===== src/rtl/miriscv_pkg.sv =====
// miriscv_pkg: shared definitions for the ALU and the ALU arbiter.
//   - ALU opcode constants and their width
//   - requester index constants used to slice the per-requester buses
//   - alu_is_cmp(): true for opcodes that produce a comparison result
package miriscv_pkg;

  localparam int ALU_OP_WIDTH = 7;

  localparam logic [ALU_OP_WIDTH-1:0] ALU_ADD = 7'd0;
  localparam logic [ALU_OP_WIDTH-1:0] ALU_SUB = 7'd1;
  localparam logic [ALU_OP_WIDTH-1:0] ALU_XOR = 7'd2;
  localparam logic [ALU_OP_WIDTH-1:0] ALU_OR  = 7'd3;
  localparam logic [ALU_OP_WIDTH-1:0] ALU_AND = 7'd4;
  localparam logic [ALU_OP_WIDTH-1:0] ALU_SRA = 7'd5;
  localparam logic [ALU_OP_WIDTH-1:0] ALU_SRL = 7'd6;
  localparam logic [ALU_OP_WIDTH-1:0] ALU_SLL = 7'd7;
  localparam logic [ALU_OP_WIDTH-1:0] ALU_LTS = 7'd8;
  localparam logic [ALU_OP_WIDTH-1:0] ALU_LTU = 7'd9;
  localparam logic [ALU_OP_WIDTH-1:0] ALU_GES = 7'd10;
  localparam logic [ALU_OP_WIDTH-1:0] ALU_GEU = 7'd11;
  localparam logic [ALU_OP_WIDTH-1:0] ALU_EQ  = 7'd12;
  localparam logic [ALU_OP_WIDTH-1:0] ALU_NE  = 7'd13;

  localparam int REQ_EXEC = 0;
  localparam int REQ_BR   = 1;

  function automatic logic alu_is_cmp(input logic [ALU_OP_WIDTH-1:0] op);
    return (op >= ALU_LTS) && (op <= ALU_NE);
  endfunction

endpackage


===== src/rtl/miriscv_alu_arbiter_if.sv =====
// miriscv_alu_arbiter_if: request/response bus between two requesters and
// the ALU arbiter. Index 0 = execute stage, index 1 = branch unit; the
// packed buses are sliced per requester.
//   master: requester side (drives requests, consumes responses)
//   slave : arbiter side
interface miriscv_alu_arbiter_if #(
  parameter int XLEN         = 32,
  parameter int ALU_OP_WIDTH = 7
);
  logic [1:0]                req_valid_i;
  logic [1:0]                req_ready_o;
  logic [2*ALU_OP_WIDTH-1:0] req_op_i;
  logic [2*XLEN-1:0]         req_a_i;
  logic [2*XLEN-1:0]         req_b_i;
  logic [1:0]                rsp_valid_o;
  logic [1:0]                rsp_ready_i;
  logic [2*XLEN-1:0]         rsp_result_o;
  logic [1:0]                rsp_cmp_o;

  modport master (
    output req_valid_i, req_op_i, req_a_i, req_b_i, rsp_ready_i,
    input  req_ready_o, rsp_valid_o, rsp_result_o, rsp_cmp_o
  );

  modport slave (
    input  req_valid_i, req_op_i, req_a_i, req_b_i, rsp_ready_i,
    output req_ready_o, rsp_valid_o, rsp_result_o, rsp_cmp_o
  );
endinterface


===== src/rtl/miriscv_alu.sv =====
// miriscv_alu: purely combinational integer ALU.
//   alu_op_i            opcode (miriscv_pkg ALU_*)
//   alu_a_i / alu_b_i   operands
//   result_o            arithmetic result, or the comparison bit zero-extended
//   comparison_result_o comparison outcome, 0 for non-compare opcodes
// Undefined opcodes yield zero on both outputs.
module miriscv_alu
  import miriscv_pkg::*;
#(
  parameter int XLEN = 32
) (
  input  logic [ALU_OP_WIDTH-1:0] alu_op_i,
  input  logic [XLEN-1:0]         alu_a_i,
  input  logic [XLEN-1:0]         alu_b_i,
  output logic [XLEN-1:0]         result_o,
  output logic                    comparison_result_o
);
  localparam int SHW = $clog2(XLEN);

  logic [SHW-1:0] shamt_s;
  logic           lts_s;
  logic           ltu_s;
  logic           eq_s;
  logic           cmp_s;

  assign shamt_s = alu_b_i[SHW-1:0];
  assign lts_s   = $signed(alu_a_i) < $signed(alu_b_i);
  assign ltu_s   = alu_a_i < alu_b_i;
  assign eq_s    = alu_a_i == alu_b_i;

  // Comparison outcome for compare opcodes.
  always_comb begin
    cmp_s = 1'b0;
    case (alu_op_i)
      ALU_LTS: cmp_s = lts_s;
      ALU_LTU: cmp_s = ltu_s;
      ALU_GES: cmp_s = ~lts_s;
      ALU_GEU: cmp_s = ~ltu_s;
      ALU_EQ:  cmp_s = eq_s;
      ALU_NE:  cmp_s = ~eq_s;
      default: cmp_s = 1'b0;
    endcase
  end

  // Result selection; compare opcodes return the comparison bit.
  always_comb begin
    result_o            = {XLEN{1'b0}};
    comparison_result_o = 1'b0;
    if (alu_is_cmp(alu_op_i)) begin
      result_o            = {{(XLEN-1){1'b0}}, cmp_s};
      comparison_result_o = cmp_s;
    end else begin
      case (alu_op_i)
        ALU_ADD: result_o = alu_a_i + alu_b_i;
        ALU_SUB: result_o = alu_a_i - alu_b_i;
        ALU_XOR: result_o = alu_a_i ^ alu_b_i;
        ALU_OR:  result_o = alu_a_i | alu_b_i;
        ALU_AND: result_o = alu_a_i & alu_b_i;
        ALU_SRA: result_o = $unsigned($signed(alu_a_i) >>> shamt_s);
        ALU_SRL: result_o = alu_a_i >> shamt_s;
        ALU_SLL: result_o = alu_a_i << shamt_s;
        default: result_o = {XLEN{1'b0}};
      endcase
    end
  end
endmodule


===== src/rtl/miriscv_alu_arbiter.sv =====
// miriscv_alu_arbiter: shares one miriscv_alu between the execute stage
// (requester 0) and the branch unit (requester 1).
//   clk_i, arstn_i  clock and asynchronous active-low reset
//   bus             request/response handshakes (slave side)
//   conflict_cnt_o  saturating count of cycles with both requesters eligible
// Round-robin grant, one operation per cycle, one registered response slot
// per requester. req_ready_o is combinational from req_valid_i/rsp_ready_i.
module miriscv_alu_arbiter #(
  parameter int XLEN         = 32,
  parameter int ALU_OP_WIDTH = miriscv_pkg::ALU_OP_WIDTH
) (
  input  logic                  clk_i,
  input  logic                  arstn_i,
  miriscv_alu_arbiter_if.slave  bus,
  output logic [15:0]           conflict_cnt_o
);
  import miriscv_pkg::*;

  logic [1:0]              elig_s;
  logic [1:0]              grant_s;
  logic [ALU_OP_WIDTH-1:0] alu_op_s;
  logic [XLEN-1:0]         alu_a_s;
  logic [XLEN-1:0]         alu_b_s;
  logic [XLEN-1:0]         alu_result_s;
  logic                    alu_cmp_s;

  logic                    prio_r;
  logic [1:0]              rsp_valid_r;
  logic [2*XLEN-1:0]       rsp_result_r;
  logic [1:0]              rsp_cmp_r;
  logic [15:0]             conflict_cnt_r;

  // Eligibility: a slot drained this cycle can be refilled; nothing is
  // eligible while reset is asserted.
  always_comb begin
    elig_s = bus.req_valid_i & (~rsp_valid_r | bus.rsp_ready_i) & {2{arstn_i}};
  end

  // Round-robin grant; prio_r names the requester that wins a tie.
  always_comb begin
    grant_s = 2'b00;
    case (elig_s)
      2'b01:   grant_s = 2'b01;
      2'b10:   grant_s = 2'b10;
      2'b11:   grant_s = prio_r ? 2'b10 : 2'b01;
      default: grant_s = 2'b00;
    endcase
  end

  // ALU operand mux; defaults to requester 0 when nobody is granted.
  always_comb begin
    alu_op_s = bus.req_op_i[ALU_OP_WIDTH-1:0];
    alu_a_s  = bus.req_a_i[XLEN-1:0];
    alu_b_s  = bus.req_b_i[XLEN-1:0];
    if (grant_s[REQ_BR]) begin
      alu_op_s = bus.req_op_i[2*ALU_OP_WIDTH-1:ALU_OP_WIDTH];
      alu_a_s  = bus.req_a_i[2*XLEN-1:XLEN];
      alu_b_s  = bus.req_b_i[2*XLEN-1:XLEN];
    end else begin
      alu_op_s = bus.req_op_i[ALU_OP_WIDTH-1:0];
      alu_a_s  = bus.req_a_i[XLEN-1:0];
      alu_b_s  = bus.req_b_i[XLEN-1:0];
    end
  end

  miriscv_alu #(.XLEN(XLEN)) u_alu (
    .alu_op_i            (alu_op_s),
    .alu_a_i             (alu_a_s),
    .alu_b_i             (alu_b_s),
    .result_o            (alu_result_s),
    .comparison_result_o (alu_cmp_s)
  );

  // Response slots, round-robin pointer and saturating conflict counter.
  always_ff @(posedge clk_i or negedge arstn_i) begin
    if (!arstn_i) begin
      rsp_valid_r    <= 2'b00;
      rsp_result_r   <= {(2*XLEN){1'b0}};
      rsp_cmp_r      <= 2'b00;
      prio_r         <= 1'b0;
      conflict_cnt_r <= 16'h0000;
    end else begin
      for (int i = 0; i < 2; i++) begin
        if (grant_s[i]) begin
          rsp_valid_r[i]               <= 1'b1;
          rsp_result_r[i*XLEN +: XLEN] <= alu_result_s;
          rsp_cmp_r[i]                 <= alu_cmp_s;
        end else if (bus.rsp_ready_i[i]) begin
          rsp_valid_r[i] <= 1'b0;
        end
      end
      // Priority passes to the requester that lost (or did not ask).
      if (grant_s != 2'b00) begin
        prio_r <= grant_s[REQ_EXEC];
      end
      if ((elig_s == 2'b11) && (conflict_cnt_r != 16'hFFFF)) begin
        conflict_cnt_r <= conflict_cnt_r + 16'd1;
      end
    end
  end

  assign bus.req_ready_o  = grant_s;
  assign bus.rsp_valid_o  = rsp_valid_r;
  assign bus.rsp_result_o = rsp_result_r;
  assign bus.rsp_cmp_o    = rsp_cmp_r;
  assign conflict_cnt_o   = conflict_cnt_r;
endmodule


===== src/flat_wrapper.sv =====
// flat-port wrapper written by rule: the top's interface ports become plain ports
module miriscv_alu_arbiter_flat import miriscv_pkg::*;
#(
  parameter int XLEN         = 32,
  parameter int ALU_OP_WIDTH = miriscv_pkg::ALU_OP_WIDTH
)
  (clk_i, arstn_i, conflict_cnt_o, bus_req_valid_i, bus_req_op_i, bus_req_a_i, bus_req_b_i, bus_rsp_ready_i, bus_req_ready_o, bus_rsp_valid_o, bus_rsp_result_o, bus_rsp_cmp_o);
  miriscv_alu_arbiter_if #(.XLEN(XLEN), .ALU_OP_WIDTH(ALU_OP_WIDTH)) bus_i ();
  input  logic clk_i;
  input  logic arstn_i;
  output logic [15:0] conflict_cnt_o;
  input wire logic [$bits(bus_i.req_valid_i)-1:0] bus_req_valid_i;
  input wire logic [$bits(bus_i.req_op_i)-1:0] bus_req_op_i;
  input wire logic [$bits(bus_i.req_a_i)-1:0] bus_req_a_i;
  input wire logic [$bits(bus_i.req_b_i)-1:0] bus_req_b_i;
  input wire logic [$bits(bus_i.rsp_ready_i)-1:0] bus_rsp_ready_i;
  output wire logic [$bits(bus_i.req_ready_o)-1:0] bus_req_ready_o;
  output wire logic [$bits(bus_i.rsp_valid_o)-1:0] bus_rsp_valid_o;
  output wire logic [$bits(bus_i.rsp_result_o)-1:0] bus_rsp_result_o;
  output wire logic [$bits(bus_i.rsp_cmp_o)-1:0] bus_rsp_cmp_o;
  assign bus_i.req_valid_i = bus_req_valid_i;
  assign bus_i.req_op_i = bus_req_op_i;
  assign bus_i.req_a_i = bus_req_a_i;
  assign bus_i.req_b_i = bus_req_b_i;
  assign bus_i.rsp_ready_i = bus_rsp_ready_i;
  assign bus_req_ready_o = bus_i.req_ready_o;
  assign bus_rsp_valid_o = bus_i.rsp_valid_o;
  assign bus_rsp_result_o = bus_i.rsp_result_o;
  assign bus_rsp_cmp_o = bus_i.rsp_cmp_o;
  miriscv_alu_arbiter #(.XLEN(XLEN), .ALU_OP_WIDTH(ALU_OP_WIDTH)) u_core (.clk_i(clk_i), .arstn_i(arstn_i), .bus(bus_i), .conflict_cnt_o(conflict_cnt_o));
endmodule

===== config.mk =====
export PLATFORM = sky130hd
export DESIGN_NAME = miriscv_alu_arbiter_flat
export DESIGN_NICKNAME = d
export VERILOG_FILES = /design/src/rtl/miriscv_pkg.sv /design/src/rtl/miriscv_alu_arbiter_if.sv /design/src/rtl/miriscv_alu.sv /design/src/rtl/miriscv_alu_arbiter.sv /design/src/flat_wrapper.sv
export SDC_FILE = /design/constraint.sdc
export NUM_CORES = 1
export LEC_CHECK = 0
export BUFFER_PORTS_ARGS = -buffer_cell sky130_fd_sc_hd__buf_2
export CORE_MARGIN = 2
export CORE_UTILIZATION = 30
export CTS_CLUSTER_SIZE = 16
export DETAILED_ROUTE_END_ITERATION = 10
export GPL_TIMING_DRIVEN = 0
export PLACE_DENSITY = 0.5
export SYNTH_ARGS = -nofsm -noshare
export SYNTH_HDL_FRONTEND = slang
export SYNTH_SLANG_ARGS = --single-unit

===== constraint.sdc =====
create_clock -name clk_i -period 6.45 [get_ports clk_i]
set_input_delay 1.29 -clock clk_i [delete_from_list [all_inputs] [get_ports clk_i]]
set_output_delay 1.29 -clock clk_i [all_outputs]
set_load 0.02 [all_outputs]

### Yosys cells after proc, flatten, opt, wreduce, memory -nomap -nowiden

Cells that the tools add are included.

| storage, ports and cells | value |
|---|---|
| register bits | 85 |
| output and inout port bits | 86 |
| logic and storage cells | 65 |

| operators by class | value |
|---|---|
| add/subtract/negate cells | 3 |
| order comparisons | 4 |
| eq/ne operators | 18 |
| shift-type cells | 3 |
| mux-type cells | 13 |
| bitwise operators | 10 |
| reductions and logical operators | 6 |

Operators with widths:

| kind | count |
|---|---|
| $pmux W32 S8 | 1 |
| $mux W32 | 3 |
| $lt A32 B32 Y1 | 2 |
| $eq A7 B4 Y1 const B | 6 |
| $add A32 B32 Y32 | 1 |
| $and A32 B32 Y32 | 1 |
| $eq A32 B32 Y1 | 1 |
| $or A32 B32 Y32 | 1 |
| $shl A32 B5 Y32 | 1 |
| $shr A32 B5 Y32 | 1 |
| $sshr A32 B5 Y32 | 1 |
| $sub A32 B32 Y32 | 1 |
| $xor A32 B32 Y32 | 1 |
| $eq A7 B3 Y1 const B | 4 |
| $add A16 B1 Y16 const B | 1 |
| $ne A16 B16 Y1 const B | 1 |
| $eq A7 B2 Y1 const B | 2 |
| $eq A7 B1 Y1 const B | 1 |
| $ge A7 B4 Y1 const B | 1 |
| $le A7 B4 Y1 const B | 1 |
| $logic_not A7 Y1 | 1 |
| $mux W7 | 1 |
| $pmux W1 S6 | 1 |
| $pmux W2 S3 | 1 |
| 10 further kinds | 21 |

### Logic depth before layout (Yosys ltp)

| depth | value |
|---|---|
| word-level depth | 11 |
| gate-level depth with buffers | 23 |
| gate-level depth less buffers | 18 |

### By module

Synthesis repeated with hierarchy kept, for this count alone.

| second synthesis, totals | value |
|---|---|
| cells, all modules | 1,672 |
| area total of the unflattened synthesis | 13,721.9 um^2 |

Modules (own cells, without submodules):

| module | times used | cells each | area an instance (um^2) |
|---|---|---|---|
| miriscv_alu | 1 | 1,369 | 9,460.3 |
| miriscv_alu_arbiter | 1 | 303 | 4,261.6 |

### Worst setup path after synthesis

Ideal clock, no wire load.

| timing | value |
|---|---|
| kind | input-to-reg |
| from | input port bus_rsp_ready_i[1] |
| to | register u_core.rsp_result_r[0] (netlist: u_core.bus.rsp_result_o[0]) |
| arrival time | 5.890 ns |
| path slack | 0.425 ns |
| stages | 23 |
| path through | nand2b_1 -> o211ai_4 -> buf_6 -> buf_6 -> buf_2 -> buf_2 -> buf_2 -> clkbuf_1 -> clkbuf_1 -> nand2_1 -> nand2_1 -> ha_1 -> clkbuf_1 -> nor4_1 -> nand3_1 -> or3_1 -> nor3_1 -> o2111ai_1 -> xnor2_1 -> a21oi_1 -> a211oi_1 -> nor4b_1 -> o21ai_0 |

| between the ends | value |
|---|---|
| cells in the longest elaborated chain, start to end | 10 |

Ends and longest elaborated chain:

| element | RTL line | text |
|---|---|---|
| start, declared | flat_wrapper.sv:16 | `input wire logic [$bits(bus_i.rsp_ready_i)-1:0] bus_rsp_ready_i;` |
| $or A2 B2 Y2 (*) | miriscv_alu_arbiter.sv:36 | `elig_s = bus.req_valid_i & (~rsp_valid_r \| bus.rsp_ready_i) & {2{arstn_i}};` |
| $and A2 B2 Y2 (*) (2 in a row) | miriscv_alu_arbiter.sv:36 |  |
| $eq A2 B2 Y1 / $eq A2 B1 Y1 (equally long branches) | miriscv_alu_arbiter.sv:42 | `case (elig_s)` |
| $pmux W2 S3 (*) | miriscv_alu_arbiter.sv:42 |  |
| $mux W32 | miriscv_alu_arbiter.sv:55 | `if (grant_s[REQ_BR]) begin` |
| $lt A32 B32 Y1 (tied with other cells) | miriscv_alu.sv:28 | `assign ltu_s = alu_a_i < alu_b_i;` |
| $not A1 Y1, on equally long branches | miriscv_alu.sv:38, miriscv_alu.sv:40, miriscv_alu.sv:37 |  |
| $pmux W1 S6 | miriscv_alu.sv:34 | `case (alu_op_i)` |
| $mux W32 | miriscv_alu.sv:49 | `if (alu_is_cmp(alu_op_i)) begin` |
| end signal, assigned | miriscv_alu_arbiter.sv:78 | `rsp_result_r <= {(2*XLEN){1'b0}};` |
| end signal, assigned by index | miriscv_alu_arbiter.sv:86 | `rsp_result_r[i*XLEN +: XLEN] <= alu_result_s;` |
| end, declared | miriscv_alu_arbiter.sv:29 | `logic [2*XLEN-1:0] rsp_result_r;` |

Mark *: on every way between the ends. The rest lies on a longest branch, timed or not.
A chain may end at the register's enable or synchronous reset.

### Worst setup path in the final report

| timing | value |
|---|---|
| from | input port bus_rsp_ready_i[0] |
| to | register u_core.rsp_result_r[28] (netlist: u_core.bus.rsp_result_o[28]) |

| between the ends | value |
|---|---|
| cells in the longest elaborated chain, start to end | 9 |

Ends and longest elaborated chain:

| element | RTL line | text |
|---|---|---|
| $or A2 B2 Y2 (*) | miriscv_alu_arbiter.sv:36 |  |
| $and A2 B2 Y2 (*) (2 in a row) | miriscv_alu_arbiter.sv:36 |  |
| $eq A2 B2 Y1 / $eq A2 B1 Y1 (equally long branches) | miriscv_alu_arbiter.sv:42 |  |
| $pmux W2 S3 (*) | miriscv_alu_arbiter.sv:42 |  |
| $mux W32 / $mux W7 (equally long branches) | miriscv_alu_arbiter.sv:55 |  |
| $sub A32 B32 Y32 (tied with other cells) | miriscv_alu.sv:55 | `ALU_SUB: result_o = alu_a_i - alu_b_i;` |
| $pmux W32 S8 / $logic_and A1 B1 Y1 (equally long branches) | miriscv_alu.sv:53, miriscv_pkg.sv:28 |  |
| $mux W32 | miriscv_alu.sv:49 |  |

Marks and branches as above.

==> flow_summary.json <==
{
  "p_leak_uw": 0.00873,
  "grt_pass1_vias": 18600,
  "ir_worst_vdd_v": 0.000125,
  "num_antenna_cells": 0,
  "areaGrowthSynthToFinish_pct": 18.8,
  "drc": 0,
  "crit_chain": "buf_2 > nor2b_1 > o211ai_4 > buf_12 > buf_6 > mux2i_4 > inv_1 > buf_2 > buf_1 > ha_1 > o21ai_0 > a311oi_2 > o31ai_1 > a31o_2 > o21ai_2 > or3b_2 > a311oi_4 > o21ai_0",
  "insertion_delay_ns": 0.37,
  "grt_max_degree": 47,
  "cp.required_ns": 6.68,
  "clock_path_buffers": 2,
  "tritoncts": "done",
  "clkTransAtPathRegs_ns": 0.07,
  "cts-root-buf": "clkbuf_16",
  "max_stage_delay_ns": 0.52,
  "r2r_cells": 17,
  "cp-endpoint": "u_core.bus.rsp_result_o[28]",
  "cpMaxStageDelayCell": "or3b_2",
  "cp.arrival_ns": 6.68,
  "die_h_microns": 233,
  "async_reset_ff_share_pct": 100,
  "routabilityCongestion": 1.03,
  "nets": 2701,
  "hold_viol_final": 0,
  "vias": 19500,
  "post-dp-hpwl_mm": 80.9,
  "start_kind": "input port",
  "fin_crit_sh_pct": 100,
  "relSlewSlack_pct": 2.71,
  "synth_fp_nets": 2462,
  "seq_area_frac_synth_pct": 13.5,
  "period_minus_slack_ns": 6.45,
  "r2r-start": "u_core.bus.rsp_valid_o[0]",
  "hp-class": "flop to flop",
  "fin_skew_ns": 0.0120,
  "power_density_nw_per_um2": 194,
  "final_antenna_net_count": 0,
  "yosys_most_used_dff": "dfrtp_1",
  "layoutNonFillerInstCount": 3122,
  "setup_slack_ns": -0.00164,
  "die-area_sq_um": 54300,
  "drtPass1Iterations": 6,
  "worst-path-max-fanout": 11,
  "totalWireLength_mm": 98.0,
  "fin_hold_ws_ns": 0.475,
  "worst_pin_slew_ns": 1.42,
  "critPathLaunch": "bus_rsp_ready_i[0]",
  "ys_ff_latch": 85,
  "drv_cap": 0,
  "cts-buffers-inserted": 9,
  "max_freq_mhz": 155,
  "ys_warn_count": 0,
  "finalSetupViolCount": 1,
  "clock_sinks": 85,
  "rsz0062_at_grt": "no",
  "synth_cell_type_count": 89,
  "gr-total-overflow": 0,
  "avgViaCountPerCell": 6.26,
  "rr_endpoint": "u_core.bus.rsp_result_o[28]",
  "grt_pass1_wl_mm": 138,
  "initial_core_util_pct": 30.5,
  "crit_type": "input port to flop",
  "num_rows": 83,
  "netlist_area_sq_um": 15700,
  "end_kind": "flop",
  "htree_num_levels": 3,
  "antenna_found_initial": 5,
  "total_power_uw": 3630,
  "violations": "negative setup slack",
  "port_buffers": 228,
  "first_iter_violations": 2390,
  "syn_inst": 2198,
  "maxSlewViolCount": 0,
  "nFillCells": 5618,
  "rrSetupSlack_ns": 0.51,
  "synth_edf_count": 0,
  "dpl.cell_count": 3110,
  "groute.usage.overall_pct": 35.3,
  "wl_per_cell_microns": 31.4,
  "core_area_sq_um": 51600,
  "avgSynthCellArea_sq_um": 7.16,
  "ios": 234,
  "outcome": "finished, violations left",
  "drive_gt1_share_pct": 20.2,
  "die_w_microns": 233
}
[flip-flops by register name, indices dropped and copies added (netlist names)]
signal and cells:
u_core.bus.rsp_cmp_o 2, u_core.bus.rsp_result_o 64, u_core.bus.rsp_valid_o 2, u_core.conflict_cnt_o 16, u_core.prio_r 1
[critical path: cells and delay by family]
| family | cells | cell delay (ns) |
|---|---|---|
| AO/OA/AOI/OAI | 8 | 2.54 |
| buffers and inverters | 6 | 1.42 |
| AND/OR/NAND/NOR | 2 | 0.60 |
| multiplexers | 1 | 0.46 |
| adder cells (fa/ha/maj) | 1 | 0.33 |
[cell families after synthesis]
kind of cell | count (synthesis) | share of synthesized area (%)
AO/OA/AOI/OAI | 663 | 28.1
XOR/XNOR | 29 | 1.61
adder cells (fa/ha/maj) | 116 | 9.32
buffers and inverters | 265 | 6.99
flip-flops | 85 | 13.5
multiplexers | 240 | 18.0
AND/OR/NAND/NOR | 800 | 22.5
[worst min-delay path by stage]
stage                           startpoint                           to  slack, ns  cells past startpoint
2_1_floorplan                u_core.prio_r                u_core.prio_r       0.49                      1
3_3_place_gp   u_core.bus.rsp_result_o[18]  u_core.bus.rsp_result_o[18]       0.46                      2
3_5_place_dp   u_core.bus.rsp_result_o[50]  u_core.bus.rsp_result_o[50]       0.47                      2
4_1_cts        u_core.bus.rsp_result_o[50]  u_core.bus.rsp_result_o[50]       0.48                      2
5_1_grt        u_core.bus.rsp_result_o[17]  u_core.bus.rsp_result_o[17]       0.52                      2
6_report       u_core.bus.rsp_result_o[50]  u_core.bus.rsp_result_o[50]       0.47                      2
[timing repair]
action	in CTS	in global routing
hold buffers	0	0
buffers inserted	6	6
endpoints found under the setup margin	67	44
gates resized for setup	114	42
pin swaps	6	8
hold endpoints to repair	0	0
cloned	0	0
[cell usage in the layout (no fill, tap or decap), types with 37 or more instances in the layout]
cell,n
o21ai_0,118
a21oi_1,184
ha_1,113
nor2b_1,37
mux2_2,42
mux2i_1,164
dfrtp_1,85
clkbuf_1,55
nand2_1,385
inv_1,98
buf_2,272
nand3_1,52
nor3_1,42
nor2_1,150
[synthesized netlist by cell type (all sizes together) (9+ instances only)]
| cell | count | share of area [%] |
|---|---|---|
| o221ai | 21 | 1.2 |
| o22ai | 13 | 0.52 |
| a31oi | 36 | 1.4 |
| o211ai | 35 | 1.8 |
| o21bai | 12 | 0.57 |
| a21o | 26 | 1.2 |
| and2 | 12 | 0.48 |
| or3 | 13 | 0.52 |
| dfrtp | 85 | 14 |
| mux2 | 46 | 3.3 |
| nand2 | 398 | 9.5 |
| mux4 | 28 | 4.0 |
| and3 | 17 | 0.68 |
| a21oi | 186 | 5.9 |
| a311oi | 11 | 0.61 |
| inv | 102 | 2.4 |
| nor2b | 37 | 1.5 |
| a2111oi | 14 | 1.0 |
| ha | 114 | 9.1 |
| xor2 | 12 | 0.67 |
| a211oi | 33 | 1.6 |
| nor3 | 45 | 1.4 |
| xnor2 | 17 | 0.95 |
| buf | 73 | 2.4 |
| o2111ai | 9 | 0.50 |
| nand4 | 15 | 0.60 |
| o21ai | 135 | 4.3 |
| nand2b | 17 | 0.72 |
| mux2i | 166 | 11 |
| clkbuf | 86 | 2.1 |
| nor4 | 13 | 0.52 |
| a22oi | 17 | 0.81 |
| o31ai | 11 | 0.52 |
| a211o | 9 | 0.50 |
| a221oi | 16 | 0.89 |
| nand3 | 54 | 1.7 |
| nor2 | 155 | 3.7 |
[layer usage]
layer / part of all wire, % / up-vias / track usage, %
li1: - / 8519 / -
met3: 9.3 / 189 / 6.65
met4: 5.7 / 4 / 16.9
met1: 42 / 9619 / 47.7
met2: 43 / 1206 / 54.0
met5: 0.022 / - / 0
[through the flow]
| step | TNS [ns] | worst slack (ns) | cell area, sq um | utilization (%) |
|---|---|---|---|---|
| global route | 0 | 0.00766 | 18700 | 36.2 |
| floorplan | 0 | 0.425 | 15700 | - |
| CTS | 0 | 0.00137 | 18500 | 35.9 |
| finish | -0.00164 | -0.00164 | 18700 | 36.2 |
| detailed placement | -224.63 | -4.62 | 17800 | 34.5 |
| global placement | -304.52 | -6.52 | 17700 | 34.4 |
[layout make-up]
type                       instances  area [sq um]  area share, %
buffer                           143           808           4.32
clock buffer                      10           229           1.22
clock inverter                     6          93.8          0.502
tap                              680           851           4.55
inverter                         106           402           2.15
multi-input combinational       1848         12900           68.9
timing repair buffer             244          1300           6.96
sequential                        85          2130           11.4
[power breakdown]
group	switching [uW]	total, uW	leakage (uW)	internal, uW
Sequential	62.8	692	0.00111	629
Clock	246	589	0.000154	343
Combinational	1610	2350	0.00746	737
Total	1920	3630	0.00873	1710
(Power assumes the default switching activity.)
